--- src/rtl/sram_port_ctrl.sv ---
`default_nettype none
// -----------------------------------------------------------------------------
// sram_port_ctrl : request/response front end for a 1R1W SRAM with a 2-entry
// in-order read response FIFO and a 1-cycle bypass path.   Rev 1.0
// -----------------------------------------------------------------------------
module sram_port_ctrl #(
  parameter int ADDR_W = 11,
  parameter int DATA_W = 32,
  parameter int TAG_W  = 4
) (
  input  logic                clock,
  input  logic                reset_n,
  input  logic                req_valid,
  output logic                req_ready,
  input  logic                req_wr,
  input  logic [ADDR_W-1:0]   req_addr,
  input  logic [DATA_W-1:0]   req_wdata,
  input  logic [DATA_W/8-1:0] req_mask,
  input  logic [TAG_W-1:0]    req_tag,
  output logic                rsp_valid,
  input  logic                rsp_ready,
  output logic [DATA_W-1:0]   rsp_rdata,
  output logic [TAG_W-1:0]    rsp_tag,
  output logic                mem_w_en,
  output logic [ADDR_W-1:0]   mem_w_addr,
  output logic [DATA_W-1:0]   mem_w_data,
  output logic [DATA_W/8-1:0] mem_w_mask,
  output logic                mem_r_en,
  output logic [ADDR_W-1:0]   mem_r_addr,
  input  logic [DATA_W-1:0]   mem_r_data,
  output logic                busy
);

  logic              inflight_q, inflight_d;
  logic [TAG_W-1:0]  tag_q, tag_d;
  logic [1:0]        buf_cnt_q, buf_cnt_d;
  logic              wr_ptr_q, wr_ptr_d;
  logic              rd_ptr_q, rd_ptr_d;
  logic [DATA_W-1:0] fifo_data_q [2];
  logic [TAG_W-1:0]  fifo_tag_q  [2];

  logic fire, push, pop, buf_nempty;

  assign buf_nempty = (buf_cnt_q != 2'd0);
  // Capacity counts the in-flight read so its data always has a slot to land in.
  assign req_ready  = reset_n && (({1'b0, buf_cnt_q} + {2'b00, inflight_q}) < 3'd2);
  assign fire       = req_valid & req_ready;
  assign mem_w_en   = fire & req_wr & (|req_mask);
  assign mem_r_en   = fire & ~req_wr;
  assign mem_w_addr = req_addr;
  assign mem_w_data = req_wdata;
  assign mem_w_mask = req_mask;
  assign mem_r_addr = req_addr;
  assign busy       = reset_n & (inflight_q | buf_nempty);

  assign pop  = buf_nempty & rsp_ready;
  assign push = inflight_q & (buf_nempty | ~rsp_ready);

  always_comb begin
    rsp_valid = 1'b0;
    rsp_rdata = '0;
    rsp_tag   = '0;
    if (reset_n) begin
      if (buf_nempty) begin
        rsp_valid = 1'b1;
        rsp_rdata = fifo_data_q[rd_ptr_q];
        rsp_tag   = fifo_tag_q[rd_ptr_q];
      end else if (inflight_q) begin
        rsp_valid = 1'b1;
        rsp_rdata = mem_r_data;
        rsp_tag   = tag_q;
      end
    end
  end

  always_comb begin
    inflight_d = mem_r_en;
    tag_d      = mem_r_en ? req_tag : tag_q;
    wr_ptr_d   = wr_ptr_q ^ push;
    rd_ptr_d   = rd_ptr_q ^ pop;
    buf_cnt_d  = buf_cnt_q;
    case ({push, pop})
      2'b10:   buf_cnt_d = buf_cnt_q + 2'd1;
      2'b01:   buf_cnt_d = buf_cnt_q - 2'd1;
      default: buf_cnt_d = buf_cnt_q;
    endcase
  end

  always_ff @(posedge clock) begin
    if (!reset_n) begin
      inflight_q <= 1'b0;
      tag_q      <= '0;
      buf_cnt_q  <= 2'd0;
      wr_ptr_q   <= 1'b0;
      rd_ptr_q   <= 1'b0;
    end else begin
      inflight_q <= inflight_d;
      tag_q      <= tag_d;
      buf_cnt_q  <= buf_cnt_d;
      wr_ptr_q   <= wr_ptr_d;
      rd_ptr_q   <= rd_ptr_d;
    end
  end

  always_ff @(posedge clock) begin
    if (push) begin
      fifo_data_q[wr_ptr_q] <= mem_r_data;
      fifo_tag_q[wr_ptr_q]  <= tag_q;
    end
  end

endmodule
`default_nettype wire

--- config.mk ---
export PLATFORM = sky130hd
export DESIGN_NAME = sram_port_ctrl
export DESIGN_NICKNAME = d
export VERILOG_FILES = /design/src/rtl/sram_port_ctrl.sv
export SDC_FILE = /design/constraint.sdc
export NUM_CORES = 1
export LEC_CHECK = 0
export ABC_AREA = 1
export CAP_MARGIN = 20
export CORE_MARGIN = 2
export CORE_UTILIZATION = 38
export CTS_BUF_LIST = sky130_fd_sc_hd__clkbuf_8
export DETAILED_ROUTE_END_ITERATION = 8
export HOLD_SLACK_MARGIN = 0.08
export PLACE_DENSITY = 0.79
export SLEW_MARGIN = 20
export SYNTH_ARGS = -nofsm -noshare
export SYNTH_HDL_FRONTEND = slang
export SYNTH_SLANG_ARGS = --single-unit
--- constraint.sdc ---
create_clock -name clock -period 2.6 [get_ports clock]
set_clock_uncertainty 0.15 [all_clocks]
set_input_delay 0.52 -clock clock [delete_from_list [all_inputs] [get_ports clock]]
set_output_delay 0.52 -clock clock [all_outputs]
set_load 0.02 [all_outputs]
Word level (Yosys, flattened, before mapping)

Memory sizes are Yosys's and may differ from the RTL's. A register that Yosys moved wholly into a read port is not among the register bits.
Index checks and enable logic that the tools add are counted.

Magnitude comparators: 1
Bitwise operators: 13
Mux-type cells: 14
Eq/ne operators: 2
Reductions and logical operators: 4
Add/sub/neg operators: 3

Operators with widths:

| kind                                                                 | count |
|---|---|
| 32-bit 2-to-1 mux                                                    | 3 |
| 4-bit 2-to-1 mux                                                     | 3 |
| 1-bit bitwise AND                                                    | 7 |
| 1-bit 2-to-1 mux                                                     | 7 |
| 2-bit one-hot mux with 2 select lines                                | 1 |
| 2-bit nonzero test                                                   | 2 |
| 4-bit OR reduction                                                   | 1 |
| 2-bit by 1-bit adder with 3-bit output                               | 1 |
| 3-bit by 2-bit < comparator with 1-bit output, second input constant | 1 |
| 2-bit by 1-bit adder with 2-bit output, second input constant        | 1 |
| 2-bit by 1-bit == test with 1-bit output, second input constant      | 1 |
| 2-bit == test, second input constant                                 | 1 |
| 1-bit inverter                                                       | 2 |
| 1-bit OR                                                             | 2 |
| 2-bit by 1-bit subtractor with 2-bit output, second input constant   | 1 |
| 1-bit XOR                                                            | 2 |
| 1-bit logical AND                                                    | 1 |

Flip-flop bits (word level): 9
RAM bits: 72
Logic and storage cells: 44
Memories kept: 2

Memory list:

| name        | words | bits a word | rd ports | clocked after memory_dff | wr ports | line | source |
|---|---|---|---|---|---|---|---|
| fifo_data_q | 2     | 32          | 1        | 1                        | 1        | 39   | `logic [DATA_W-1:0] fifo_data_q [2];` |
| fifo_tag_q  | 2     | 4           | 1        | 1                        | 1        | 40   | `logic [TAG_W-1:0] fifo_tag_q [2];` |

Depth between registers and ports, before layout

Word-level depth: 6
Gate-level depth with buffers: 11

Worst setup path before layout

Ideal clock, no wire load.

Kind: flip-flop to flip-flop
Start: register buf_cnt_q[0]
End: memory fifo_data_q[1][0] (enable)
Clock period less this slack: 2,493 ps
Slack: 107 ps
Setup time: 397 ps
Data arrival time: 1,947 ps
Required time: 2,053 ps
Cell stages (with the launch flop): 6
Path through: dfxtp_1 nor2_2 buf_6 buf_6 a21oi_1 ha_1

Word-level cells in the longest chain between the ends: 5

RTL lines:

| element                                | line | source |
|---|---|---|
| start: declaration                     | 36   | `logic [1:0] buf_cnt_q, buf_cnt_d;` |
| start signal: assignment               | 99   | `buf_cnt_q <= buf_cnt_d;` |
| 2-bit nonzero test                     | 44   | `assign buf_nempty = (buf_cnt_q != 2'd0);` |
| 1-bit OR                               | 57   | `assign push = inflight_q & (buf_nempty \| ~rsp_ready);` |
| 1-bit bitwise AND                      | 57   |  |
| 1-bit 2-to-1 mux                       | 106  | `if (push) begin` |
| 1-bit 2-to-1 mux (not written as such) | 107  | `fifo_data_q[wr_ptr_q] <= mem_r_data;` |
| end: declaration                       | 39   |  |

No other way between the ends.

Final worst setup path

Start: register buf_cnt_q[0]
End: output port rsp_rdata[24]

Word-level cells in the longest chain between the ends: 3

RTL lines:

| element            | line | source |
|---|---|---|
| 2-bit nonzero test | 44   |  |
| 32-bit 2-to-1 mux  | 64   | `if (buf_nempty) begin` |
| 32-bit 2-to-1 mux  | 63   | `if (reset_n) begin` |
| end: declaration   | 22   | `output logic [DATA_W-1:0] rsp_rdata,` |

No other way between the ends.

==> summary.md <==
| Metric | Value |
|---|---|
| Crit path arrival time | `1.86 ns` |
| TritonRoute pass-1 iters | `5` |
| Worst Path Buf+Inv | `4` |
| Final setup TNS | `0 ns` |
| Max H-tree Level | `3` |
| DRC violations left | `0` |
| Most frequent cells after synthesis | `87 x nor2_1, 72 x edfxtp_1, 60 x buf_4` |
| DIE WIDTH | `107 um` |
| Final Wtd Congestion | `0.754` |
| Max-slew violations | `0` |
| Top post-synthesis cells by area | `edfxtp_1 54%, buf_4 11%, nor2_1 8.2%` |
| Post-Syn Instances | `397` |
| Worst path required time | `1.93 ns` |
| Sw Share | `0.291` |
| Pin slew with the least headroom to its limit | `0.584 ns` |
| Outcome | `completed` |
| Ys flop type | `edfxtp_1` |
| Vias in the first global route | `2899` |
| Layout Cells excl Fill | `583` |
| Crit path max-delay family | `buffers and inverters` |
| DP Area | `0.00467 mm2` |
| Average wire per standard cell | `16.6 um` |
| Post-synthesis cell type count | `23` |
| Comb power frac | `0.218` |
| Clock power frac | `0.267` |
| Worst rel slew slack | `0.610` |
| Leak Pwr | `0.00178 uW` |
| Io pins | `187` |
| Slowest cell delay on critical path | `0.37 ns` |
| Vias | `2838` |
| Int Power | `2050 uW` |
| Effective utilization at floorplan | `0.389` |
| Sequential Power Share | `0.516` |
| Drt total wl | `9700 um` |
| Psw | `840 uW` |
| Core Area | `0.0103 mm2` |
| IO buf count | `89` |
| Largest net degree at the start of global routing | `22` |
| Finish-stage setup viols | `0` |
| Hold buffers post-CTS | `0` |
| Syn_nets | `488` |
| Synth Area per Inst | `10.1 um2` |
| Crit path launch type | `register` |
| Clock-pin slew on the worst setup and hold paths | `0.07 ns` |
| Pwr dens | `605 mW/mm2` |
| Ys Warns | `0` |
| Sink Count | `82` |
| Routed Antenna Nets | `0` |
| CP max FO | `13` |
| Critical path class | `reg2out` |
| Hold Violations, Final | `0` |
| Fin area | `0.00478 mm2` |
| Chip height | `107 um` |
| VDD IR max | `0.372 mV` |
| FMAX | `396 MHz` |
| Register area share after synthesis | `0.591` |
| Fin util | `0.465` |
| Crit-path slowest cell | `dfxtp_4` |
| Leading area contributor after synthesis | `edfxtp_1` |
| Clk Latency, worst-skew pair | `0.34 ns` |
| Final period demand of the worst path | `2.53 ns` |
| Post-synth EDFFs | `72` |
| Critical Path Sink Type | `output pin` |
| CTS Buf Count | `9` |
| Most common cell in the netlist | `nor2_1` |
| Area share of the largest cell type after synthesis | `0.541` |
| Max Buffers Root-to-Sink | `2` |
| Number of synthesized register bits | `82` |
| Global-route wire length before repair | `15100 um` |
| CTS tree | `built` |
| Initial antenna violation count | `0` |
| Share of cells above drive strength 1 | `0.190` |
| Mapped Area | `0.00400 mm2` |
| Cells after DPL | `564` |
| Post-detail-place hpwl | `6540 um` |
| Max_cap viols | `0` |
| Layout Nets | `533` |
| CTS root buf | `clkbuf_8` |
| Antenna diodes | `0` |
| HP Class | `reg2reg` |
| Die ar. | `0.0113 mm2` |
| Drt initial violations | `159` |
| Area Overhead vs Synth | `19.5%` |
| Hold Slack | `0.343 ns` |
| RSZ-0062 raised after global routing | `no` |
| Crit-path cells | `buf_4 > nor3_4 > buf_6 > buf_12 > nand2_2 > a21oi_1 > buf_2` |
| Async set-or-reset flop fraction in the synthesized netlist | `0` |
| Via/cell ratio | `4.87` |
| Site Rows | `37` |
| Period Utilization, post-route | `0.972` |
| Gr ovfl total | `0` |
| GR Util All Layers | `0.175` |
registers in the layout, summed over array words and instances (netlist names), named ones only:
name         cells
fifo_tag_q       8
fifo_data_q     64
wr_ptr_q         1
rd_ptr_q         1
buf_cnt_q        2
tag_q            4
inflight_q       1
kinds of logic after synthesis:
| logic type | synth area share |
|---|---|
| simple gates | 0.148 |
| flops | 0.591 |
| buf+inv | 0.151 |
| compound gates | 0.0990 |
| xor+xnor | 0.00219 |
| fa+ha+maj | 0.00940 |
cell usage in the layout (no fill, tap or decap):
cell	count
clkinvlp_4	2
nor2_1	87
nand2_1	38
nor2_4	3
a21oi_1	37
edfxtp_1	72
xor2_1	1
dfxtp_4	1
nand3_1	1
clkdlybuf4s50_1	49
dfxtp_1	8
ha_1	1
buf_12	1
nor4_1	1
clkinv_1	1
nand2_2	10
a21oi_2	4
o21ai_1	8
buf_2	18
ha_2	2
clkdlybuf4s15_1	3
clkbuf_2	1
clkinv_2	3
dfxtp_2	1
buf_4	26
clkbuf_8	9
nor3_4	1
buf_6	1
nand4_2	1
buf_16	1
inv_1	15
dlygate4sd2_1	10
o21ai_0	30
metrics by stage:
stage | setup slack, ns | power [uW]
after global placement | -0.235 | 2150
final | 0.0730 | 2890
after CTS | -0.0855 | 2910
after floorplan | 0.107 | 2000
after detailed placement | -0.236 | 2170
after global routing | 0.000721 | 3030
worst register-to-register path, cell delays in order, from the launching register on:
cell and delay [ns]:
dfxtp_4 0.37, nor2_4 0.48, a21oi_1 0.25, inv_1 0.10
ha_1 0.24, a21oi_1 0.12, o21ai_0 0.13, nand2_1 0.10
nand2_1 0.06, nor2_1 0.08
path summary, 6_finish.rpt:
kind / startpoint / to / slack [ns] / depth (start not counted)
worst max-delay path: buf_cnt_q[0]$_SDFFE_PN0P_ / rsp_rdata[24] / 0.07 / 7
worst min register to register: tag_q[1]$_SDFFE_PN0P_ / fifo_tag_q[1][1]$_DFFE_PP_ / 0.34 / 0
worst max register to register: buf_cnt_q[0]$_SDFFE_PN0P_ / buf_cnt_q[1]$_SDFFE_PN0P_ / 0.44 / 9
worst min-delay path: tag_q[1]$_SDFFE_PN0P_ / fifo_tag_q[1][1]$_DFFE_PP_ / 0.34 / 0
power groups by stage:
| stage | clock network (uW) | registers [uW] | logic (uW) |
|---|---|---|---|
| 2_1_floorplan | 0 | 1510 | 487 |
| 5_1_grt | 850 | 1490 | 689 |
| 3_5_place_dp | 0 | 1510 | 653 |
| 3_3_place_gp | 0 | 1510 | 642 |
| 4_1_cts | 791 | 1490 | 634 |
| 6_report | 771 | 1490 | 630 |
layout make-up:
cell class / count / area, um2
clock buffer: 9 / 124
fill: 955 / 5500
tap: 136 / 170
sequential: 82 / 2370
inverter: 14 / 52.6
multi-input combinational: 225 / 1070
timing repair buffer: 110 / 957
clock inverter: 7 / 37.5
routing by layer:
layer	GRT usage	part of all wire	routed length (um)	vias to the layer above
met4	0.0696	0.019	186	0
met5	0	0	0	-
met2	0.309	0.53	5150	106
met3	0.0423	0.057	555	29
li1	-	-	-	1363
met1	0.204	0.39	3810	1340
what timing repair did:
| item | CTS | global route |
|---|---|---|
| pin swaps | 2 | 3 |
| gates resized for setup | 114 | 27 |
| endpoints found under the setup margin | 40 | 28 |
| buffers inserted | 1 | 0 |
| gates cloned | 2 | 0 |
(Power assumes the default switching activity.)
